## config.mk

```make
export PLATFORM = sky130hd
export DESIGN_NAME = apb_slave_ctrl
export DESIGN_NICKNAME = d
export VERILOG_FILES = /design/src/rtl/apb_slave_ctrl.sv
export SDC_FILE = /design/constraint.sdc
export NUM_CORES = 1
export LEC_CHECK = 0
export CAP_MARGIN = 40
export CORE_ASPECT_RATIO = 0.6
export CORE_MARGIN = 4
export CORE_UTILIZATION = 40
export CTS_CLUSTER_DIAMETER = 200
export DETAILED_ROUTE_END_ITERATION = 16
export GPL_TIMING_DRIVEN = 0
export PLACE_DENSITY = 0.83
export SLEW_MARGIN = 40
export SYNTH_ARGS = -nofsm -noshare
export SYNTH_HDL_FRONTEND = slang
export SYNTH_SLANG_ARGS = --single-unit
```

## constraint.sdc

```tcl
create_clock -name sys_clk -period 2.37 [get_ports sys_clk]
set_input_delay 0.5925 -clock sys_clk [delete_from_list [all_inputs] [get_ports sys_clk]]
set_output_delay 0.5925 -clock sys_clk [all_outputs]
set_load 0.01 [all_outputs]
```

## src/rtl/apb_slave_ctrl.sv

```systemverilog
// Registered APB completer front-end: turns one APB transfer into a single-cycle
// backend read/write strobe, waits for ack and returns a registered response.
module apb_slave_ctrl #(
  parameter int                ADDR_W      = 12,
  parameter int                DATA_W      = 32,
  parameter int                WAIT_STATES = 0,
  parameter logic [ADDR_W-1:0] ADDR_LIMIT  = ADDR_W'('h400),
  parameter int                TIMEOUT     = 8
) (
  input  logic                  sys_clk,
  input  logic                  sys_rst_n,
  input  logic                  tim_psel,
  input  logic                  tim_penable,
  input  logic                  tim_pwrite,
  input  logic [ADDR_W-1:0]     tim_paddr,
  input  logic [DATA_W-1:0]     tim_pwdata,
  input  logic [DATA_W/8-1:0]   tim_pstrb,
  output logic [DATA_W-1:0]     tim_prdata,
  output logic                  tim_pready,
  output logic                  tim_pslverr,
  output logic                  wr_en,
  output logic                  rd_en,
  output logic [ADDR_W-1:0]     addr,
  output logic [DATA_W-1:0]     wdata,
  output logic [DATA_W/8-1:0]   pstrb,
  input  logic [DATA_W-1:0]     rdata,
  input  logic                  ack,
  input  logic                  error
);

  localparam int STRB_W  = DATA_W / 8;
  localparam int ALIGN_W = $clog2(STRB_W);
  localparam int TO_W    = (TIMEOUT > 0) ? $clog2(TIMEOUT + 1) : 1;
  localparam logic [TO_W-1:0] TO_LAST = (TIMEOUT > 0) ? TO_W'(TIMEOUT - 1) : '0;
  localparam logic [TO_W-1:0] TO_MAX  = '1;
  localparam logic [3:0]      WAIT_INIT = 4'(WAIT_STATES);

  typedef enum logic [1:0] {
    S_IDLE = 2'd0,
    S_WAIT = 2'd1,
    S_REQ  = 2'd2,
    S_RESP = 2'd3
  } state_t;

  state_t              state_reg, state_next;
  logic [3:0]          wait_cnt_reg, wait_cnt_next;
  logic [TO_W-1:0]     to_cnt_reg, to_cnt_next;
  logic                req_first_reg, req_first_next;
  logic                pwrite_reg;
  logic [ADDR_W-1:0]   addr_reg;
  logic [DATA_W-1:0]   wdata_reg;
  logic [STRB_W-1:0]   pstrb_reg;
  logic [DATA_W-1:0]   prdata_reg, prdata_next;
  logic                pready_reg, pready_next;
  logic                pslverr_reg, pslverr_next;
  logic                capture;
  logic                local_err;

  // APB penable plays no role: any selected cycle in IDLE is taken as setup.
  logic unused_penable;
  assign unused_penable = tim_penable;

  assign local_err = (addr_reg >= ADDR_LIMIT) || (|addr_reg[ALIGN_W-1:0]);

  // Strobes decode straight from registered state, so they are clean one-cycle pulses.
  assign wr_en = (state_reg == S_REQ) && req_first_reg && !local_err && pwrite_reg;
  assign rd_en = (state_reg == S_REQ) && req_first_reg && !local_err && !pwrite_reg;

  assign addr        = addr_reg;
  assign wdata       = wdata_reg;
  assign pstrb       = pstrb_reg;
  assign tim_prdata  = prdata_reg;
  assign tim_pready  = pready_reg;
  assign tim_pslverr = pslverr_reg;

  always_ff @(posedge sys_clk or negedge sys_rst_n) begin
    if (!sys_rst_n) begin
      state_reg     <= S_IDLE;
      wait_cnt_reg  <= '0;
      to_cnt_reg    <= '0;
      req_first_reg <= 1'b0;
      pwrite_reg    <= 1'b0;
      addr_reg      <= '0;
      wdata_reg     <= '0;
      pstrb_reg     <= '0;
      prdata_reg    <= '0;
      pready_reg    <= 1'b0;
      pslverr_reg   <= 1'b0;
    end else begin
      state_reg     <= state_next;
      wait_cnt_reg  <= wait_cnt_next;
      to_cnt_reg    <= to_cnt_next;
      req_first_reg <= req_first_next;
      prdata_reg    <= prdata_next;
      pready_reg    <= pready_next;
      pslverr_reg   <= pslverr_next;
      if (capture) begin
        pwrite_reg <= tim_pwrite;
        addr_reg   <= tim_paddr;
        wdata_reg  <= tim_pwdata;
        pstrb_reg  <= tim_pwrite ? tim_pstrb : '0;
      end
    end
  end

  always_comb begin
    state_next     = state_reg;
    wait_cnt_next  = wait_cnt_reg;
    to_cnt_next    = to_cnt_reg;
    req_first_next = 1'b0;
    capture        = 1'b0;
    prdata_next    = '0;
    pready_next    = 1'b0;
    pslverr_next   = 1'b0;

    case (state_reg)
      S_IDLE: begin
        if (tim_psel) begin
          capture       = 1'b1;
          wait_cnt_next = WAIT_INIT;
          if (WAIT_INIT != 4'd0) begin
            state_next = S_WAIT;
          end else begin
            state_next     = S_REQ;
            req_first_next = 1'b1;
            to_cnt_next    = '0;
          end
        end
      end

      S_WAIT: begin
        if (wait_cnt_reg != 4'd0) begin
          wait_cnt_next = wait_cnt_reg - 4'd1;
        end
        if (!tim_psel) begin
          state_next = S_IDLE;
        end else if (wait_cnt_reg <= 4'd1) begin
          state_next     = S_REQ;
          req_first_next = 1'b1;
          to_cnt_next    = '0;
        end
      end

      S_REQ: begin
        if (!tim_psel) begin
          state_next = S_IDLE;
        end else if (local_err) begin
          state_next   = S_RESP;
          pready_next  = 1'b1;
          pslverr_next = 1'b1;
        end else if (ack) begin
          state_next   = S_RESP;
          pready_next  = 1'b1;
          pslverr_next = error;
          prdata_next  = (!pwrite_reg && !error) ? rdata : '0;
        end else if ((TIMEOUT > 0) && (to_cnt_reg == TO_LAST)) begin
          state_next   = S_RESP;
          pready_next  = 1'b1;
          pslverr_next = 1'b1;
        end else if (to_cnt_reg != TO_MAX) begin
          to_cnt_next = to_cnt_reg + 1'b1;
        end
      end

      S_RESP: begin
        state_next = S_IDLE;
      end

      default: begin
        state_next = S_IDLE;
      end
    endcase
  end

endmodule

```

# After elaboration in Yosys (flattened, before gate mapping)

Index checks and enable logic that the tools add are counted.

Flip-flop bits (word level): 94
Output and inout port bits: 84
Bits of input ports: 87
Logic and storage cells: 87

Multiplexer cells: 39
Reductions and logical operators: 17
Magnitude comparators: 2
Add/subtract/negate cells: 2
Equality and inequality tests: 16

Operators with widths:

| cell                                                                             | number |
|---|---|
| 32-bit 2-to-1 mux                                                                | 5 |
| 4-bit 2-to-1 mux                                                                 | 10 |
| 2-bit != test, second input constant                                             | 8 |
| 2-bit 2-to-1 mux                                                                 | 7 |
| 1-bit 2-to-1 mux                                                                 | 13 |
| 12-bit by 11-bit >= comparator with 1-bit output, second input constant          | 1 |
| 4-bit case mux with 3 select lines                                               | 1 |
| 9-bit AND reduction                                                              | 1 |
| 2-bit case mux with 4 select lines                                               | 1 |
| 4-bit case mux with 2 select lines                                               | 1 |
| 3-bit AND reduction                                                              | 2 |
| 1-bit logical AND                                                                | 5 |
| 5-bit by 4-bit != test with 1-bit output, second input constant                  | 1 |
| 4-bit by 1-bit adder with 4-bit output, second input constant                    | 1 |
| 2-bit == test, second input constant                                             | 2 |
| 4-bit by 3-bit == test with 1-bit output, second input constant                  | 1 |
| 4-bit by 1-bit less-or-equal comparator with 1-bit output, second input constant | 1 |
| 4-bit != test, second input constant                                             | 1 |
| 4-bit nonzero test                                                               | 1 |
| 4-bit by 1-bit subtractor with 4-bit output, second input constant               | 1 |
| 1-bit zero test                                                                  | 3 |
| 3-bit != test, second input constant                                             | 1 |
| 3-bit nonzero test                                                               | 1 |
| 2-bit by 1-bit == test with 1-bit output, second input constant                  | 1 |
| other kinds (6)                                                                  | 6 |

# Logic depth before layout (Yosys ltp)

Depth in word-level cells: 7
Gate-level depth with buffers: 6
Mapped depth without buffers: 6

# Worst setup path before layout

Ideal clock, no wire load.

Path kind: register to output
Start: register addr_reg[0], in the netlist addr[0]
End: output port rd_en
Data required time: 1,778 ps
Setup slack: 236 ps
Buffers on the path: 1
Cell stages (with the launch flop): 5
Arrival: 1,541 ps
Cell sequence: dfrtp_1 > or4_1 > buf_2 > or2_2 > nor2_1

Cells in the longest elaborated chain, start to end: 5
Elaborated cells between the ends (all ways): 6
Classes of those cells: order compare (1); reduce/logical (5)

Ends and longest elaborated chain:

| element                                                                                | RTL line | source |
|---|---|---|
| from (decl)                                                                            | 50       | `logic [ADDR_W-1:0] addr_reg;` |
| from (signal assigned)                                                                 | 99       | `addr_reg <= tim_paddr;` |
| 12-bit by 11-bit >= comparator with 1-bit output or 2-bit OR reduction (tied branches) | 63       | `assign local_err = (addr_reg >= ADDR_LIMIT) \|\| (\|addr_reg[ALIGN_W-1:0]);` |
| 1-bit logical OR (*)                                                                   | 63       |  |
| 1-bit zero test (*)                                                                    | 67       | `assign rd_en = (state_reg == S_REQ) && req_first_reg && !local_err && !pwrite_reg;` |
| 1-bit logical AND (*) (2 in series)                                                    | 67       |  |
| to (decl)                                                                              | 22       | `output logic rd_en,` |

Every way passes the cells marked *; elsewhere a longest branch is shown, timed or not.

# Worst setup path in the final report

Ends and elaborated chain as after synthesis.

==> summary.txt <==
Global routing
  • GR peak layer: met2
  • Initial antenna violation count: 0
  • First-pass GRT wire length: 13800 um
  • Vias in the first global route: 2720
  • Met1 Use GR: 0.202
  • GRT Total Usage: 0.171
  • Global routing usage on met2: 0.263
  • Pin count of the biggest net entering global routing: 60
  • Total grt overflow: 0
  • GRT met3 Usage: 0.109

Placement
  • Post-DP HPWL: 6980 um
  • Routability Congestion: slightly above 0.8
  • Placed Cells incl. Taps: approximately 540
  • Placement Setup Slack: -299 ps
  • Number of I/O port buffers: ~170
  • Placed cell area: roughly 5500 um^2

Hold path
  • HP Class: input port to async pin

Die
  • Initial Util: 0.417
  • DIE HEIGHT: 81.6 um
  • DIE WIDTH: approximately 130 um
  • Placeable Area: approximately 8700 um^2
  • I/O pin count: 171
  • Die Area: between 10000 and 15000 um^2
  • Site Rows: 26

Timing
  • Skew final: roughly 6.1 ps
  • Worst-margin pin slew: just under 600 ps
  • Setup TNS: 0 ps
  • Final worst-path setup slack: 22.6 ps
  • Fmax: 0.426 GHz
  • Tmin final: approximately 2300 ps
  • Final Cycle Share: 0.990
  • Slew margin rel.: 0.600
  • Hold Slack: roughly 150 ps
  • Final Setup Violations: 0
  • Final Hold Fails: 0
  • Unrepaired setup endpoints after global routing: true
  • Final max-slew violation count: 0

Synth
  • Synth cell types: 33
  • Mapped Area: roughly 3600 um^2
  • Post-synth EDFFs: 0
  • Synthesized area per cell: between 10 and 15 um^2
  • Sequential area share after synthesis: 0.652
  • Mapped Nets: around 350
  • Register bit count reported by yosys: 94
  • Dominant synthesized flop cell: dfrtp_1
  • Post-synthesis async set-or-reset flop share: 1.00
  • Yosys Warn Count: 0
  • Gate Count Post-Synth: 256

Final layout
  • Fin area: a little under 6000 um^2
  • Area delta synth->final: 61.7%
  • N_diodes: 0
  • FILL cells: between 600 and 700
  • Net count, final: between 500 and 600
  • Finished Layout Cells: 557
  • Share of post-route cells with drive strength above 1: 0.258
  • Finished Core Util: 0.674

Critical path
  • Crit path DAT: about 1800 ps
  • Crit path largest cell delay: 540 ps
  • Crit Path Max Fanout: 2
  • FF-to-FF setup slack: 370 ps
  • CP max stage cell: or4_4
  • Reg2Reg Capture Point: tim_prdata[9]
  • Worst reg-to-reg path cell count: 5
  • RR Startpoint: addr[0]
  • Worst setup SP type: flip-flop
  • CP delay by family, top: simple AND/OR/NAND/NOR gates
  • Worst Setup End Kind: output port
  • CP required: about 1800 ps
  • Crit Path Category: flip-flop to output port
  • Cells along the critical path: or4_4, or2_4, nor2_4, buf_6
  • Buf+Inv Stages, Crit Path: 1

CTS
  • Clk buf depth: 2
  • TritonCTS Buffers: 9
  • Clock-pin slew of the registers on the worst-case setup and hold paths: around 60 ps
  • CTS tree: done
  • Clk sinks: 94
  • H-tree level count: 3
  • Skew-Pair Late Insertion Delay: approximately 330 ps
  • Root Buffer: clkbuf_16

Routing
  • DRC viols: 0
  • Via Count: around 2600
  • DR vias/cell: 4.73
  • Routed WL per cell: between 15 and 20 um
  • Initial detailed-routing violation count: 77
  • Pre-antenna DRT Iters: 4
  • Wirelength, routed: roughly 9000 um
  • Routed Antenna Nets: 0

Power
  • Pwr Density: about 730 nW/um^2
  • Leak: approximately 2.6 nW
  • Net switching power: between 0.9 and 1 mW
  • Sw Share: 0.231
  • Clk pwr share: 0.346
  • Combinational fraction of design power: 0.210
  • Cell Int Power: approximately 3.3 mW
  • Tot Pwr: around 4.3 mW
  • Worst vdd ir: between 0.4 and 0.5 mV
  • Sequential share of power: 0.444

Outcome
  • Status: complete, no violations

Job
  • Max-cap violations: 0
[routing by layer]
layer	vias up	wire length, um
li1	1244	-
met1	1232	3620
met2	148	3960
met3	11	1320
met4	0	106
met5	-	0
[final cells by class]
class,count,area [um^2],area share
clock buffers,11,233,0.0399
flip-flops and latches,94,2350,0.403
repair buffers,175,1760,0.302
well taps,112,140,0.0240
multi-input cells,146,1210,0.207
inverters,6,22.5,0.00386
plain buffers,9,43.8,0.00751
clock inverters,4,72.6,0.0124
[how the worst max path moves through the flow]
stage | end | depth (start not counted) | startpoint
after floorplan | rd_en | 4 | addr[0]
after global placement | addr[8] | 1 | sys_rst_n
after detailed placement | addr[7] | 5 | tim_psel
after CTS | wr_en | 5 | addr[1]
after global routing | rd_en | 4 | addr[0]
final | rd_en | 4 | addr[0]
[cells in the final DEF (no fill, tap or decap), types with 2 or more instances in the layout]
cell type and instances:
a21oi_1 2, clkdlybuf4s50_1 166, buf_6 3, nor2_1 6
nor2_4 2, bufinv_16 2, o21ai_0 10, a22o_1 4
nand3_1 4, inv_1 6, clkbuf_2 4, buf_2 4
clkbuf_16 9, and2_2 32, ha_1 4, or3_1 2
buf_4 5, nor4_1 2, nand2_1 10, mux2_2 45
dfrtp_1 94, nor2b_1 2, clkbuf_1 3, nand2b_1 4
[synth_stat cells (2+ instances only)]
master | instances | area share
clkbuf_1 | 2 | 0.0021
and2_2 | 32 | 0.067
nor2b_1 | 2 | 0.0035
clkbuf_2 | 3 | 0.0042
a21oi_1 | 2 | 0.0028
or3_1 | 2 | 0.0035
nand3_1 | 4 | 0.0055
nor4_1 | 2 | 0.0035
inv_1 | 6 | 0.0062
dfrtp_1 | 94 | 0.65
buf_2 | 5 | 0.0069
or2_2 | 2 | 0.0035
a22o_1 | 4 | 0.0097
ha_1 | 4 | 0.014
mux2_2 | 45 | 0.14
nand2_1 | 10 | 0.010
nand2b_1 | 4 | 0.0069
o21ai_0 | 10 | 0.014
nor2_1 | 9 | 0.0094
[worst register-to-register path, delay by kind of cell, from the launching register on]
family	cells	cell delay (ps)
AND/OR/NAND/NOR	3	1110
buffers and inverters	2	440
flip-flops	1	380
[logic make-up (layout without fill, tap and decap cells)]
family | after synthesis | count (layout) | share of synthesized area
multiplexers | 46 | 46 | 0.143
XOR/XNOR | 1 | 1 | 0.00243
AO/OA/AOI/OAI | 21 | 21 | 0.0371
AND/OR/NAND/NOR | 74 | 74 | 0.132
buffers and inverters | 16 | 205 | 0.0194
adder cells (fa/ha/maj) | 4 | 4 | 0.0139
flip-flops | 94 | 94 | 0.652
[power by group through the flow]
stage / clock [mW] / sequential, mW / combinational (mW)
2_1_floorplan: 0 / 1.99 / 0.221
4_1_cts: 1.53 / 1.89 / 0.902
6_report: 1.47 / 1.89 / 0.897
3_5_place_dp: 0 / 1.92 / 0.875
5_1_grt: 1.58 / 1.91 / 0.967
3_3_place_gp: 0 / 1.91 / 0.853
[repair_timing]
action	CTS	global route
endpoints found under the hold margin	0	0
endpoints found under the setup margin	2	46
pin swaps	3	4
gates resized for setup	13	9
buffers inserted	3	2
hold buffers	0	0
Note: power is estimated with default switching activity, not from simulation.
